--- config.mk ---
export PLATFORM = sky130hd
export DESIGN_NAME = operand_writeback
export DESIGN_NICKNAME = d
export VERILOG_FILES = /design/src/rtl/operand_writeback.sv
export SDC_FILE = /design/constraint.sdc
export NUM_CORES = 1
export LEC_CHECK = 0
export ABC_AREA = 1
export CAP_MARGIN = 0
export CORE_MARGIN = 2
export CORE_UTILIZATION = 45
export DETAILED_ROUTE_END_ITERATION = 8
export GPL_ROUTABILITY_DRIVEN = 0
export GPL_TIMING_DRIVEN = 1
export HOLD_SLACK_MARGIN = 0.15
export PLACE_DENSITY = 0.79
export SLEW_MARGIN = 20
export SYNTH_ARGS = -nofsm -noshare
export SYNTH_HDL_FRONTEND = slang
export SYNTH_SLANG_ARGS = --single-unit
--- constraint.sdc ---
create_clock -name clk -period 5.7 [get_ports clk]
set_input_delay 1.14 -clock clk [delete_from_list [all_inputs] [get_ports clk]]
set_output_delay 1.14 -clock clk [all_outputs]
set_load 0.005 [all_outputs]
--- src/rtl/operand_writeback.sv ---
// Commits the operand write values of MOV/MOVSX/XCHG to a register-file port or a
// memory write channel, destination 0 first, and pulses done once all writes retire.
module operand_writeback #(
   parameter int unsigned REG_IDX_W = 3,
   parameter int unsigned ADDR_W    = 32
) (
   input  logic                 clk,
   input  logic                 rst,
   input  logic                 in_valid,
   output logic                 in_ready,
   input  logic [31:0]          opnd0_w,
   input  logic [31:0]          opnd1_w,
   input  logic                 dst0_en,
   input  logic                 dst0_is_mem,
   input  logic [REG_IDX_W-1:0] dst0_reg,
   input  logic [ADDR_W-1:0]    dst0_addr,
   input  logic                 dst1_en,
   input  logic                 dst1_is_mem,
   input  logic [REG_IDX_W-1:0] dst1_reg,
   input  logic [ADDR_W-1:0]    dst1_addr,
   input  logic [1:0]           size,
   output logic                 reg_we,
   output logic [REG_IDX_W-1:0] reg_idx,
   output logic [31:0]          reg_data,
   output logic [3:0]           reg_mask,
   output logic                 mem_valid,
   input  logic                 mem_ready,
   output logic [ADDR_W-1:0]    mem_addr,
   output logic [31:0]          mem_data,
   output logic [3:0]           mem_strb,
   output logic                 done
);

   typedef enum logic [1:0] {StIdle, StW0, StW1, StDone} state_e;

   state_e               state_q, state_d;
   logic [31:0]          data0_q, data1_q;
   logic                 en1_q, is_mem0_q, is_mem1_q;
   logic [REG_IDX_W-1:0] reg0_q, reg1_q;
   logic [ADDR_W-1:0]    addr0_q, addr1_q;
   logic [3:0]           mask_q;

   logic                 accept;
   logic                 cur_is_mem;
   logic [REG_IDX_W-1:0] cur_reg;
   logic [ADDR_W-1:0]    cur_addr;
   logic [31:0]          cur_data;

   // Size 3 is reserved and folds onto dword.
   function automatic logic [3:0] size_to_mask(input logic [1:0] s);
      unique case (s)
         2'd0:    size_to_mask = 4'b0001;
         2'd1:    size_to_mask = 4'b0011;
         default: size_to_mask = 4'b1111;
      endcase
   endfunction

   assign accept = (state_q == StIdle) && in_valid;

   always_ff @(posedge clk) begin
      if (rst) begin
         state_q   <= StIdle;
         data0_q   <= '0;
         data1_q   <= '0;
         en1_q     <= 1'b0;
         is_mem0_q <= 1'b0;
         is_mem1_q <= 1'b0;
         reg0_q    <= '0;
         reg1_q    <= '0;
         addr0_q   <= '0;
         addr1_q   <= '0;
         mask_q    <= '0;
      end else begin
         state_q <= state_d;
         if (accept) begin
            data0_q   <= opnd0_w;
            data1_q   <= opnd1_w;
            en1_q     <= dst1_en;
            is_mem0_q <= dst0_is_mem;
            is_mem1_q <= dst1_is_mem;
            reg0_q    <= dst0_reg;
            reg1_q    <= dst1_reg;
            addr0_q   <= dst0_addr;
            addr1_q   <= dst1_addr;
            mask_q    <= size_to_mask(size);
         end
      end
   end

   always_comb begin
      cur_is_mem = is_mem0_q;
      cur_reg    = reg0_q;
      cur_addr   = addr0_q;
      cur_data   = data0_q;
      if (state_q == StW1) begin
         cur_is_mem = is_mem1_q;
         cur_reg    = reg1_q;
         cur_addr   = addr1_q;
         cur_data   = data1_q;
      end
   end

   // Outputs are zeroed whenever no write is in flight so idle/reset values stay clean.
   always_comb begin
      state_d   = state_q;
      in_ready  = 1'b0;
      reg_we    = 1'b0;
      reg_idx   = '0;
      reg_data  = '0;
      reg_mask  = '0;
      mem_valid = 1'b0;
      mem_addr  = '0;
      mem_data  = '0;
      mem_strb  = '0;
      done      = 1'b0;
      unique case (state_q)
         StIdle: begin
            in_ready = 1'b1;
            if (in_valid) begin
               if (dst0_en)      state_d = StW0;
               else if (dst1_en) state_d = StW1;
               else              state_d = StDone;
            end
         end
         StW0, StW1: begin
            if (cur_is_mem) begin
               mem_valid = 1'b1;
               mem_addr  = cur_addr;
               mem_data  = cur_data;
               mem_strb  = mask_q;
            end else begin
               reg_we   = 1'b1;
               reg_idx  = cur_reg;
               reg_data = cur_data;
               reg_mask = mask_q;
            end
            if (!cur_is_mem || mem_ready) begin
               state_d = (state_q == StW0 && en1_q) ? StW1 : StDone;
            end
         end
         StDone: begin
            done    = 1'b1;
            state_d = StIdle;
         end
         default: state_d = StIdle;
      endcase
   end

endmodule
Yosys cells after proc, flatten, opt, wreduce, memory -nomap -nowiden
Cells that the tools add are included. Widths: inputs -> output; s select.

Equal/unequal tests: 6. Multiplexer cells: 29. Reductions and logical operators: 8.

Operators with widths (number): $mux 32 (8); $mux 4 (4); $mux 1 (9); $mux 3 (3); $pmux 4 s2 (1); $mux 2 (3); $pmux 2 s3 (1); $eq 2x1->1 const B (2); $eq 2x2->1 const B (2); $logic_not 2->1 (2); $ne 2x2->1 const B (2); $logic_and 1x1->1 (2); $reduce_and 2->1 (1); $reduce_or 2->1 (1); $logic_not 1->1 (1); $logic_or 1x1->1 (1).

Bits in registers: 143. Bits of input ports: 144. Output and inout port bits: 111. Logic and storage cells: 54.

Longest topological paths before layout
Depth in word-level cells: 6. Depth in mapped cells: 12. Depth with buffers taken out: 9.

Least setup slack after synthesis
No wires, ideal clock.

Kind: register to output. Start: reg state_q[0]. End: out mem_strb[3]. Data arrival time: 1.594 ns. Required time: 4.560 ns. Slack: 2.966 ns. Stages on the path, launching flop included: 12. Path buffers: 4. Path through: dfxtp_1 -> inv_1 -> ha_1 -> buf_4 -> inv_4 -> nand2_2 -> nand2_2 -> nand2_2 -> buf_4 -> buf_6 -> nor2_1 -> buf_4.

Longest elaborated chain between the ends: 4. Elaborated cells between the ends (all ways): 6. Classes of those cells: eq/ne (2); mux (3); reduce/logical (1).

RTL lines: start: declaration (line 36) `state_e state_q, state_d;`; start signal: assignment (line 62) `state_q <= StIdle;`; start signal: assignment (line 74) `state_q <= state_d;`; $eq 2x2->1 (line 95, 116); $mux 1 (line 95) `if (state_q == StW1) begin`; $mux 4 (line 126) `if (cur_is_mem) begin`; $mux 4 * (line 116) `unique case (state_q)`; end: declaration (line 30) `output logic [3:0] mem_strb,`.

Mark *: on every way between the ends. The rest lies on a longest branch, timed or not.

Worst setup path after layout
Start: reg state_q[0]. End: out mem_data[18].

Longest elaborated chain between the ends: 4. Elaborated cells between the ends (all ways): 7. Classes of those cells: eq/ne (2); mux (4); reduce/logical (1).

RTL lines: $eq 2x2->1 (line 95, 116); $mux 32 or $mux 1 (tied branches) (line 95); $mux 32 (line 126); $mux 32 * (line 116); end: declaration (line 29) `output logic [31:0] mem_data,`.

Marked as above.

==> metrics <==
Synth Warn #=0; Critical Path AT=3.31 ns; Slew headroom=32.0%; crit end category=output pin; crit path max fanout=47; Peak VDD IR=0.000225 V; die area=0.0149 mm2; DRT antenna net count=0; total negative slack=0 ns; dpl cell area=0.00875 mm2; Post-Route WL=18,500 um; FMAX=225 MHz; Leakage=3.50 nW; Cell variety after synth=21; Clock transition at path regs=0.05 ns; max-slew violations=0; Final setup viols=0; post-synthesis sequential area ratio=45.3%; total track usage=24.8%; first-pass GRT wire length=29,000 um; Die X-Extent=122 um; RSZ-0062 raised after global routing=no; Worst Path Class, Setup=reg -> out; worst skew pair latency=0.41 ns; CTS Sinks=142; total I/O pin count=255; number of global-route vias before repair=5,863; die height=122 um; post-DP HPWL=12,100 um; Hold Crit Class=reg -> reg; final hold vios=0; Post-Place Worst Slack=1.65 ns; number of setup buffers added after CTS=0; drt initial violations=530; drt first pass iters=5; largest net degree at the start of global routing=100; share of layout cells above drive strength 1=5.00%; DRC Markers=0; PortBufs=254; CP required=4.56 ns; vias per inst=4.95; antenna violations before repair=1; Area growth syn-to-layout=49.3%; Num CTS Buffers=17; CTS tree=built; routed vias=6,338; outcome=finished, final reports clean; PnR worst setup slack=1.25 ns; H-tree levels=4; final worst path period need=4.45 ns; Seq cells post-synth=142; Post-CTS Hold Fix Bufs=0; cells after synthesis=876; Core Region=0.0137 mm2; clk buf depth=2; cell area after layout=0.00937 mm2; routed len/inst=14.5 um; skew final=0.00714 ns; Worst-Margin Slew=1.02 ns; power density over cell area=443 mW/mm2; Syn Nets=1,024; post_cts resized=0; CP startpoint kind=flip-flop; Row Count=43; root buffer cell=clkbuf_16; synthesized cell area=0.00627 mm2; GR Overflow Total=0; Starting Density=45.7%; synthesized area per cell=7.16 um2; Final Cycle Share=78.1%; Max Cap Viol=0; Final nets=1,236
-- layout by cell type (no fill, tap or decap), drive strengths merged --
| master | count |
|---|---|
| diode | 1 |
| a211oi | 1 |
| nand2 | 81 |
| buf | 7 |
| clkinvlp | 1 |
| clkbuf | 26 |
| clkinv | 1 |
| mux2i | 32 |
| nand3 | 5 |
| clkdlybuf4s50 | 254 |
| a21oi | 40 |
| bufinv | 3 |
| nor3 | 1 |
| ha | 4 |
| or2 | 1 |
| dfxtp | 142 |
| o21ai | 139 |
| nor2 | 345 |
| inv | 17 |
-- synthesized netlist by cell type --
| cell type | n | area share (%) |
|---|---|---|
| nor2_1 | 334 | 20 |
| dfxtp_1 | 142 | 45 |
| o21ai_0 | 139 | 11 |
| nand2_1 | 77 | 4.6 |
| a21oi_1 | 40 | 3.2 |
| clkbuf_1 | 32 | 1.9 |
| mux2i_1 | 32 | 5.1 |
| buf_2 | 21 | 1.7 |
| inv_1 | 14 | 0.84 |
| nor2_4 | 11 | 2.0 |
| buf_4 | 10 | 1.2 |
| nand3_1 | 5 | 0.40 |
| buf_6 | 4 | 0.72 |
| ha_1 | 4 | 0.80 |
| nand2_2 | 4 | 0.40 |
| inv_2 | 2 | 0.12 |
| a211oi_1 | 1 | 0.12 |
| buf_8 | 1 | 0.24 |
| inv_4 | 1 | 0.10 |
| nor3_1 | 1 | 0.080 |
| or2_2 | 1 | 0.10 |
-- sequential cells by signal (all words and copies together), names as in the netlist --
| signal | count |
|---|---|
| data1_q | 32 |
| is_mem1_q | 1 |
| addr1_q | 32 |
| is_mem0_q | 1 |
| reg1_q | 3 |
| addr0_q | 32 |
| reg0_q | 3 |
| en1_q | 1 |
| mask_q | 3 |
| data0_q | 32 |
| state_q | 2 |
-- per-layer routing --
layer / global-route usage [%] / part of all wire (%) / wire, um / vias to the layer above
li1: - / - / - / 3216
met1: 30.8 / 43 / 7880 / 2874
met2: 41.2 / 47 / 8760 / 228
met3: 7.54 / 8.9 / 1640 / 20
met4: 7.76 / 1.3 / 250 / 0
met5: 0 / 0 / 0 / -
-- power by group --
| part | switching, mW | total, mW | internal, mW |
|---|---|---|---|
| Combinational | 0.942 | 1.60 | 0.658 |
| Sequential | 0.137 | 1.41 | 1.27 |
| Clock | 0.395 | 1.14 | 0.745 |
-- path summary, 6_finish.rpt --
kind	from	endpoint	slack [ns]	cells after the start
setup / recovery	state_q[0]$_SDFFE_PP0P_	mem_data[18]	1.25	9
hold / removal	en1_q$_SDFFE_PP0P_	en1_q$_SDFFE_PP0P_	0.46	2
setup reg to reg	state_q[0]$_SDFFE_PP0P_	addr1_q[17]$_SDFFE_PP0P_	2.94	7
hold reg to reg	en1_q$_SDFFE_PP0P_	en1_q$_SDFFE_PP0P_	0.46	2
-- per-stage QoR --
stage	cells	power (mW)	util (%)	hold slack, ns
final	1281	4.15	68.3	0.461
after global routing	1281	4.44	68.3	0.491
after CTS	1280	4.18	68.2	0.460
after detailed placement	1249	3.04	63.8	0.446
after global placement	1249	3.00	63.8	0.445
after floorplan	876	2.50	-	0.429
-- layout make-up --
class,count,area (um2)
flip-flops and latches,142,2840
inverters,17,68.8
diodes,1,2.50
fillers,1205,4350
clock inverters,5,103
repair buffers,261,2590
multi-input cells,649,3020
clock buffers,26,509
well taps,180,225
-- cells by family after synthesis --
kind of cell | count (synthesis) | share of synthesized area, %
AOI/OAI and AO/OA | 180 | 14.4
DFF | 142 | 45.3
buffers and inverters | 85 | 6.80
muxes | 32 | 5.11
adders and majority gates | 4 | 0.798
and+or+nand+nor | 433 | 27.6
-- critical path: stages, from the launching register on --
cell and delay (ns):
dfxtp_1 0.39, inv_1 0.11, ha_4 0.19, inv_4 0.30, nand2_2 0.08, nand2_2 0.12
nand2_2 0.54, buf_4 0.47, nor2_1 0.15, clkdlybuf4s50_1 0.54
Note: power is estimated with default switching activity, not from simulation.
